## src/rtl/spi_frame_receiver.sv

```systemverilog
// -----------------------------------------------------------------------------
// spi_frame_receiver
//
// SPI mode-0 slave that receives fixed-length command frames from the MCU and
// presents each completed frame to the game/state logic as a one-cycle
// handshake. sck, sdi and ce are oversampled in the HSOSC_clk domain. A
// full-duplex reply word is shifted out on sdo during the same frame.
//
// Ports
//   HSOSC_clk   in   system clock, all logic synchronous to it
//   reset_n     in   async active-low reset (release synchronised internally)
//   sck         in   SPI clock, CPOL=0 / CPHA=0, asynchronous
//   sdi         in   SPI data from MCU, asynchronous
//   ce          in   chip enable, active high; one frame per ce-high interval
//   sdo         out  SPI reply data to MCU
//   tx_data     in   reply word, captured at frame start
//   frame_data  out  last good received frame
//   frame_valid out  one-cycle pulse when frame_data updates
//   frame_error out  one-cycle pulse on a frame of the wrong length
//   frame_count out  good-frame counter, wraps modulo 2^COUNT_BITS
//   busy        out  high while a frame is being shifted
//
// state | meaning
// ------+-----------------------------------------------------------------
// ARM   | after reset: wait for synchronisers to fill and ce to be seen low
// IDLE  | waiting for a ce rising edge
// SHIFT | frame in progress: sample sdi on sck rise, advance sdo on sck fall
// DONE  | one cycle: judge frame length, pulse frame_valid or frame_error
// -----------------------------------------------------------------------------
module spi_frame_receiver #(
  parameter int FRAME_BYTES = 2,
  parameter int SYNC_STAGES = 2,
  parameter int MSB_FIRST   = 1,
  parameter int COUNT_BITS  = 8
) (
  input  logic                     HSOSC_clk,
  input  logic                     reset_n,
  input  logic                     sck,
  input  logic                     sdi,
  input  logic                     ce,
  output logic                     sdo,
  input  logic [FRAME_BYTES*8-1:0] tx_data,
  output logic [FRAME_BYTES*8-1:0] frame_data,
  output logic                     frame_valid,
  output logic                     frame_error,
  output logic [COUNT_BITS-1:0]    frame_count,
  output logic                     busy
);

  localparam int N  = FRAME_BYTES * 8;
  localparam int CW = $clog2(N + 1);
  localparam int AW = $clog2(SYNC_STAGES + 1);

  typedef enum logic [1:0] {
    ARM   = 2'd0,
    IDLE  = 2'd1,
    SHIFT = 2'd2,
    DONE  = 2'd3
  } state_t;

  // Reset: asserts asynchronously, releases on a clock edge.
  logic [1:0] rst_pipe;
  logic       rst_int_n;

  always_ff @(posedge HSOSC_clk or negedge reset_n) begin
    if (!reset_n) rst_pipe <= 2'b00;
    else          rst_pipe <= {rst_pipe[0], 1'b1};
  end

  assign rst_int_n = rst_pipe[1];

  // Input synchronisers plus one extra flop for edge detection.
  logic [SYNC_STAGES-1:0] sck_pipe, sdi_pipe, ce_pipe;
  logic                   sck_d, ce_d;
  logic                   sck_s, sdi_s, ce_s;
  logic                   sck_rise, sck_fall, ce_rise, ce_fall;

  always_ff @(posedge HSOSC_clk or negedge rst_int_n) begin
    if (!rst_int_n) begin
      sck_pipe <= '0;
      sdi_pipe <= '0;
      ce_pipe  <= '0;
      sck_d    <= 1'b0;
      ce_d     <= 1'b0;
    end else begin
      sck_pipe <= {sck_pipe[SYNC_STAGES-2:0], sck};
      sdi_pipe <= {sdi_pipe[SYNC_STAGES-2:0], sdi};
      ce_pipe  <= {ce_pipe[SYNC_STAGES-2:0], ce};
      sck_d    <= sck_pipe[SYNC_STAGES-1];
      ce_d     <= ce_pipe[SYNC_STAGES-1];
    end
  end

  assign sck_s    = sck_pipe[SYNC_STAGES-1];
  assign sdi_s    = sdi_pipe[SYNC_STAGES-1];
  assign ce_s     = ce_pipe[SYNC_STAGES-1];
  assign sck_rise = sck_s & ~sck_d;
  assign sck_fall = ~sck_s & sck_d;
  assign ce_rise  = ce_s & ~ce_d;
  assign ce_fall  = ~ce_s & ce_d;

  state_t          state;
  logic [AW-1:0]   arm_tmr;
  logic [N-1:0]    rx_sh;
  logic [N-1:0]    tx_sh;
  logic [CW-1:0]   bit_cnt;
  logic            ovf;
  logic            ce_pend;

  always_ff @(posedge HSOSC_clk or negedge rst_int_n) begin
    if (!rst_int_n) begin
      state       <= ARM;
      arm_tmr     <= AW'(SYNC_STAGES);
      rx_sh       <= '0;
      tx_sh       <= '0;
      bit_cnt     <= '0;
      ovf         <= 1'b0;
      ce_pend     <= 1'b0;
      sdo         <= 1'b0;
      frame_data  <= '0;
      frame_valid <= 1'b0;
      frame_error <= 1'b0;
      frame_count <= '0;
      busy        <= 1'b0;
    end else begin
      frame_valid <= 1'b0;
      frame_error <= 1'b0;

      case (state)
        // The synchronisers come out of reset holding 0, so ce_s is only
        // trusted once the timer has let the pipeline fill with real samples.
        ARM: begin
          if (arm_tmr != '0)  arm_tmr <= arm_tmr - 1'b1;
          else if (!ce_s)     state   <= IDLE;
        end

        IDLE: begin
          ce_pend <= 1'b0;
          if (ce_rise || ce_pend) begin
            state   <= SHIFT;
            busy    <= 1'b1;
            bit_cnt <= '0;
            ovf     <= 1'b0;
            tx_sh   <= tx_data;
            sdo     <= (MSB_FIRST != 0) ? tx_data[N-1] : tx_data[0];
          end
        end

        SHIFT: begin
          if (ce_fall) begin
            state <= DONE;
            busy  <= 1'b0;
          end else if (sck_rise) begin
            if (bit_cnt == CW'(N)) begin
              ovf <= 1'b1;
            end else begin
              bit_cnt <= bit_cnt + 1'b1;
              if (MSB_FIRST != 0) rx_sh <= {rx_sh[N-2:0], sdi_s};
              else                rx_sh <= {sdi_s, rx_sh[N-1:1]};
            end
          end else if (sck_fall) begin
            // Zero fill means sdo naturally drops to 0 once all N bits are out.
            if (MSB_FIRST != 0) begin
              tx_sh <= {tx_sh[N-2:0], 1'b0};
              sdo   <= tx_sh[N-2];
            end else begin
              tx_sh <= {1'b0, tx_sh[N-1:1]};
              sdo   <= tx_sh[1];
            end
          end
        end

        DONE: begin
          state <= IDLE;
          sdo   <= 1'b0;
          // A ce rise seen here would otherwise be lost before IDLE looks.
          if (ce_rise) ce_pend <= 1'b1;
          if ((bit_cnt == CW'(N)) && !ovf) begin
            frame_data  <= rx_sh;
            frame_valid <= 1'b1;
            frame_count <= frame_count + 1'b1;
          end else begin
            frame_error <= 1'b1;
          end
        end

        default: state <= ARM;
      endcase
    end
  end

endmodule

```

## config.mk

```make
export PLATFORM = sky130hd
export DESIGN_NAME = spi_frame_receiver
export DESIGN_NICKNAME = d
export VERILOG_FILES = /design/src/rtl/spi_frame_receiver.sv
export SDC_FILE = /design/constraint.sdc
export NUM_CORES = 1
export LEC_CHECK = 0
export ABC_AREA = 1
export BUFFER_PORTS_ARGS = -buffer_cell sky130_fd_sc_hd__buf_2
export CORE_AREA = 2 2 83 85
export DETAILED_ROUTE_END_ITERATION = 12
export DIE_AREA = 0 0 85 87
export PLACE_DENSITY = 0.75
export SLEW_MARGIN = 20
export SYNTH_ARGS = -nofsm -noshare
export SYNTH_HDL_FRONTEND = slang
export SYNTH_SLANG_ARGS = --single-unit
```

## constraint.sdc

```tcl
create_clock -name HSOSC_clk -period 3.01 [get_ports HSOSC_clk]
set_input_delay 0.602 -clock HSOSC_clk [delete_from_list [all_inputs] [get_ports HSOSC_clk]]
set_output_delay 0.602 -clock HSOSC_clk [all_outputs]
set_load 0.03 [all_outputs]
```

# Word-level counts from Yosys, hierarchy flattened
# Index checks and enable logic that the tools add are counted.
# Widths: inputs -> output; s select.
# word_totals
register_bits	80
latchBits	0
ram_bits	0
rom_bits	0
input_bits	21
n_memories	0
# op_classes
addsub	3
mul	0
div_mod_pow	0
n_lt_le_gt_ge	0
n_eq_ne	15
shift	0
mux	34
n_bitwise	10
n_reduce_logical	18
# op_table
op	n
$mux 15	4
$pmux 15 s2	1
$ne 2x2->1 const B	11
$mux 5	4
$reduce_and 5->1	4
$mux 1	15
$pmux 5 s2	1
$add 8x1->8 const B	1
$mux 2	4
$pmux 2 s4	1
$reduce_and 4->1	2
$not 1->1	6
$pmux 1 s2	3
$reduce_and 2->1	3
$reduce_bool 2->1	3
$add 5x1->5 const B	1
$eq 5x5->1 const B	1
$and 1x1->1	4
$eq 2x2->1 const B	2
$pmux 1 s3	1
$reduce_and 3->1	1
$reduce_bool 3->1	1
$eq 2x1->1 const B	1
$logic_not 2->1	1
4 further kinds	4

# Depth between registers and ports, before layout
# depth
ltp_word	6
mapped_depth	10

# Worst setup path after synthesis
# Ideal clock, no wire load.
# synth_timing
path_kind	register to register
from	register state[1]
to	register tx_sh[10]
arrival_ns	1.318
required_ns	2.894
slack_ns	1.576
path_stages_with_launch	10
path_cell_list	dfrtp_1 inv_1 ha_1 nand3_2 nand2_2 inv_2 buf_6 buf_6 nand3_1 nand2_1
# synth_via
elab_chain_cells	3
word_cells_on_any_way	9
cone_classes	6 x eq/ne; 1 x mux; 2 x reduce/logical
# synth_rtl
item	line	text
start, declared	102	state_t state;
start signal, assigned	112	state <= ARM;
start signal, assigned	134	else if (!ce_s) state <= IDLE;
start signal, assigned	140	state <= SHIFT;
$eq 2x1->1 or $eq 2x2->1 (tied branches)	129	case (state)
$ne 2x2->1 (no source line) or $reduce_bool 2->1 (tied branches)	-	
$reduce_and 5->1 (no source line)	-	
end signal, assigned	144	tx_sh <= tx_data;
end signal, assigned	164	tx_sh <= {tx_sh[N-2:0], 1'b0};
end signal, assigned	167	tx_sh <= {1'b0, tx_sh[N-1:1]};
end, declared	105	logic [N-1:0] tx_sh;
# Parallel ways exist; a longest one is shown, timed or not.
# A chain may end at the register's enable or synchronous reset.

# Final worst setup path
# layout_timing
from	register state[1]
to	register tx_sh[5]
# The elaborated chain is that of the path after synthesis.

==> impl_metrics.prom <==
# TYPE chip_impl_metric gauge
chip_impl_metric{name="syn_nets",unit=""} 443
chip_impl_metric{name="yosys_warnings",unit=""} 0
chip_impl_metric{name="drc",unit=""} 0
chip_impl_metric{name="floorplan.rows",unit=""} 30
chip_impl_metric{name="fillerInstances",unit=""} 569
chip_impl_metric{name="maxSlewViolCount",unit=""} 0
chip_impl_metric{name="floorplan.initialDensity",unit="%"} 54.9
chip_impl_metric{name="firstDrtPassIters",unit=""} 4
chip_impl_metric{name="grt_pass1_vias",unit=""} 2584
chip_impl_info{name="clock-root-buffer",value="sky130_fd_sc_hd__clkbuf_8"} 1
chip_impl_metric{name="synthToLayoutAreaGrowth",unit="%"} 12.7
chip_impl_metric{name="post_synth_inst_count",unit=""} 414
chip_impl_metric{name="ios",unit=""} 49
chip_impl_info{name="rsz0062_at_grt",value="false"} 1
chip_impl_metric{name="peakVddDrop",unit="V"} 0.000464
chip_impl_metric{name="cts.sinks",unit=""} 80
chip_impl_metric{name="post_synth_instance_area",unit="um^2"} 3610
chip_impl_info{name="synth.top_cells.by_area",value="sky130_fd_sc_hd__dfrtp_1, sky130_fd_sc_hd__nand2_1, sky130_fd_sc_hd__o21ai_0"} 1
chip_impl_metric{name="ys_seq_elements",unit=""} 80
chip_impl_metric{name="htree_levels",unit=""} 3
chip_impl_metric{name="worst_pin_slew",unit="ps"} 968
chip_impl_metric{name="hold_buffers",unit=""} 1
chip_impl_metric{name="detailed_place_hpwl",unit="um"} 4110
chip_impl_metric{name="replace_congestion",unit=""} 0.777
chip_impl_metric{name="seq_area",unit="um^2"} 2010
chip_impl_metric{name="final_antenna_net_count",unit=""} 0
chip_impl_info{name="worst_r2r_endpoint",value="tx_sh[5]$_DFFE_PN0P_"} 1
chip_impl_info{name="worstHoldEndpoint",value="sdi_pipe[0]$_DFF_PN0_"} 1
chip_impl_metric{name="first_pass_grt_wire_length",unit="um"} 10900
chip_impl_info{name="cts_tree",value="done"} 1
chip_impl_metric{name="final-hold-violation-count",unit=""} 0
chip_impl_metric{name="core_area",unit="um^2"} 6570
chip_impl_metric{name="number_of_library_cell_types_mapped_by_synthesis",unit=""} 29
chip_impl_metric{name="rr_worst_depth",unit=""} 8
chip_impl_metric{name="setup_viol_count_final",unit=""} 0
chip_impl_metric{name="clk_latency",unit="ps"} 350
chip_impl_metric{name="p_total",unit="W"} 0.00316
chip_impl_metric{name="hold_depth",unit=""} 1
chip_impl_metric{name="final_net_count",unit=""} 491
chip_impl_info{name="synth_area_leader_cell",value="sky130_fd_sc_hd__dfrtp_1"} 1
chip_impl_metric{name="power.density",unit="nW/um^2"} 777
chip_impl_metric{name="drive_above_1_share",unit="%"} 17.8
chip_impl_metric{name="worstPathMaxFanout",unit=""} 20
chip_impl_metric{name="numCtsBuffers",unit=""} 9
chip_impl_metric{name="wire_per_inst",unit="um"} 11.2
chip_impl_metric{name="die_w",unit="um"} 85
chip_impl_metric{name="grt_antenna_before_repair",unit=""} 0
chip_impl_metric{name="worstPathArrival",unit="ps"} 2070
chip_impl_metric{name="route.final.wire_length",unit="um"} 6140
chip_impl_metric{name="chipHeight",unit="um"} 87
chip_impl_metric{name="worst_path_largest_cell_delay",unit="ps"} 390
chip_impl_metric{name="cts.repair_timing.setup_buffer_count",unit=""} 0
chip_impl_metric{name="floorplan.die_area",unit="um^2"} 7400
chip_impl_metric{name="cp_data_required_time",unit="ps"} 3250
chip_impl_metric{name="via_count",unit=""} 2645
chip_impl_metric{name="multi_input_logic_area",unit="um^2"} 1330
chip_impl_metric{name="synth_top_cell_area_share",unit="%"} 54.8
chip_impl_metric{name="setup_total_negative_slack",unit="ps"} 0
chip_impl_metric{name="maximum_number_of_pins_on_one_net_before_global_route_repair",unit=""} 79
chip_impl_metric{name="timing.fmax",unit="MHz"} 546
chip_impl_metric{name="detailedPlace.worstSlack",unit="ps"} 1190
chip_impl_metric{name="worst_slew_slack_as_a_fraction_of_its_limit",unit="%"} 35.5
chip_impl_metric{name="final.setup.worst_slack",unit="ps"} 1180
chip_impl_metric{name="antenna_cells",unit=""} 0
chip_impl_info{name="cp_cell_sequence",value="inv_1 > ha_1 > nand3_2 > nand2_2 > inv_2 > nand2_2 > nand2_1 > nand2_1"} 1
chip_impl_metric{name="final_min_period_over_clock_period",unit="%"} 60.8
chip_impl_info{name="hold_path_startpoint",value="sdi"} 1
chip_impl_metric{name="port_buffers",unit=""} 48
chip_impl_metric{name="clk_pin_slew_worst_paths",unit="ps"} 90
chip_impl_metric{name="final.min_clock_period",unit="ps"} 1830
chip_impl_metric{name="yosysSeqAreaShare",unit="%"} 55.5
chip_impl_metric{name="drt-vias-per-instance",unit=""} 4.84
chip_impl_metric{name="clock-skew-final",unit="ps"} 10.9
chip_impl_info{name="worstSetupEndpointType",value="flop"} 1
chip_impl_metric{name="cts_resized",unit=""} 0
chip_impl_metric{name="max-clock-path-buffers",unit=""} 2
chip_impl_metric{name="placement_stage_cell_area",unit="um^2"} 3850
chip_impl_info{name="crit_path_start_kind",value="flop"} 1
chip_impl_metric{name="final_core_util",unit="%"} 61.9
chip_impl_info{name="status",value="finished clean"} 1
chip_impl_metric{name="first_iter_violations",unit=""} 178
chip_impl_metric{name="syn-mean-instance-area",unit="um^2"} 8.72
chip_impl_info{name="path_class",value="reg -> reg"} 1
chip_impl_metric{name="max-cap-violations",unit=""} 0
chip_impl_info{name="slowest_stage",value="sky130_fd_sc_hd__dfrtp_1"} 1
chip_impl_info{name="r2r-start",value="state[1]$_DFFE_PN0P_"} 1
chip_impl_metric{name="grt_overflow",unit=""} 0
chip_impl_metric{name="grtUsageTotal",unit="%"} 18.4
chip_impl_metric{name="worst-r2r-setup-slack",unit="ps"} 1180
chip_impl_metric{name="power.leakage",unit="nW"} 2.21
chip_impl_metric{name="design_area",unit="um^2"} 4070
chip_impl_info{name="holdCritPathClass",value="in -> reg"} 1
## power by group
group,internal (W),switching (W)
combinational,0.000297,0.000673
clock,0.000399,0.000411
sequential,0.00126,0.000117
total,0.00196,0.00120
## cells in the mapped netlist, drive strengths merged
cell,instances
clkinv,1
nand3,26
conb,1
nand3b,1
xor2,2
clkbuf,2
o21a,1
nor3b,1
ha,8
dfrtp,79
inv,42
buf,12
o21ai,41
nand2,173
nor2,9
dfstp,1
o21bai,6
nand4,4
xnor2,4
## placed cells by master (no fill, tap or decap), types with 3 or more instances in the layout
master,count
sky130_fd_sc_hd__nor2_1,7
sky130_fd_sc_hd__nand2_1,168
sky130_fd_sc_hd__inv_6,3
sky130_fd_sc_hd__ha_1,8
sky130_fd_sc_hd__clkbuf_8,9
sky130_fd_sc_hd__nand3_1,25
sky130_fd_sc_hd__buf_2,48
sky130_fd_sc_hd__dfrtp_1,78
sky130_fd_sc_hd__nand4_1,3
sky130_fd_sc_hd__xnor2_1,4
sky130_fd_sc_hd__inv_1,40
sky130_fd_sc_hd__o21ai_2,4
sky130_fd_sc_hd__o21ai_0,32
sky130_fd_sc_hd__nand2_2,5
sky130_fd_sc_hd__o21ai_1,5
sky130_fd_sc_hd__o21bai_1,6
## flip-flops by register name, indices dropped and copies added, names as in the netlist, 2 cells and up
| register | flops |
|---|---|
| frame_data | 16 |
| rx_sh | 16 |
| tx_sh | 15 |
| frame_count | 8 |
| bit_cnt | 5 |
| arm_tmr | 2 |
| ce_pipe | 2 |
| rst_pipe | 2 |
| sck_pipe | 2 |
| sdi_pipe | 2 |
| state | 2 |
## through the flow
step	cells	hold slack [ps]
floorplan	414	306
global placement	530	333
detailed placement	530	336
CTS	547	335
global route	547	331
finish	547	356
## logic make-up after synthesis
logic type,after synthesis,share of synthesized area [%]
AOI/OAI and AO/OA,48,7.56
DFF,80,55.5
adders and majority gates,8,2.77
xor gates and xnor gates,6,1.46
and+or+nand+nor,214,24.8
other,1,0.104
buffers and inverters,57,7.77
## critical path, delay by kind of cell (launching register included)
family | cells | cell delay, ps
buf+inv | 2 | 390
simple gates | 5 | 690
flops | 1 | 390
fa+ha+maj | 1 | 250
## metal layers
layer | vias up | global-route usage [%] | routed length [um]
met5 | - | 0 | 0
met4 | 0 | 5.19 | 27
met3 | 2 | 5.78 | 296
met2 | 58 | 31.3 | 2920
met1 | 1198 | 22.8 | 2900
li1 | 1387 | - | -
## area by class of cell
type | instances | area share (%)
repair buffers | 51 | 6.52
multi-input cells | 277 | 32.6
inverters | 43 | 3.97
flip-flops and latches | 80 | 49.4
clock buffers | 9 | 3.05
clock inverters | 7 | 2.06
well taps | 80 | 2.46
## how the worst max path moves through the flow
stage                               start                      to  slack [ps]  depth (start not counted)
global placement     state[0]$_DFFE_PN0P_    tx_sh[7]$_DFFE_PN0P_        1320                          7
detailed placement   state[0]$_DFFE_PN0P_    tx_sh[5]$_DFFE_PN0P_        1190                          7
floorplan           rst_pipe[1]$_DFF_PN0_  arm_tmr[0]$_DFFE_PN0N_         620                          0
global route         state[1]$_DFFE_PN0P_    tx_sh[5]$_DFFE_PN0P_        1040                          8
finish               state[1]$_DFFE_PN0P_    tx_sh[5]$_DFFE_PN0P_        1180                          8
CTS                  state[0]$_DFFE_PN0P_    tx_sh[5]$_DFFE_PN0P_        1190                          7
(Power assumes the default switching activity.)
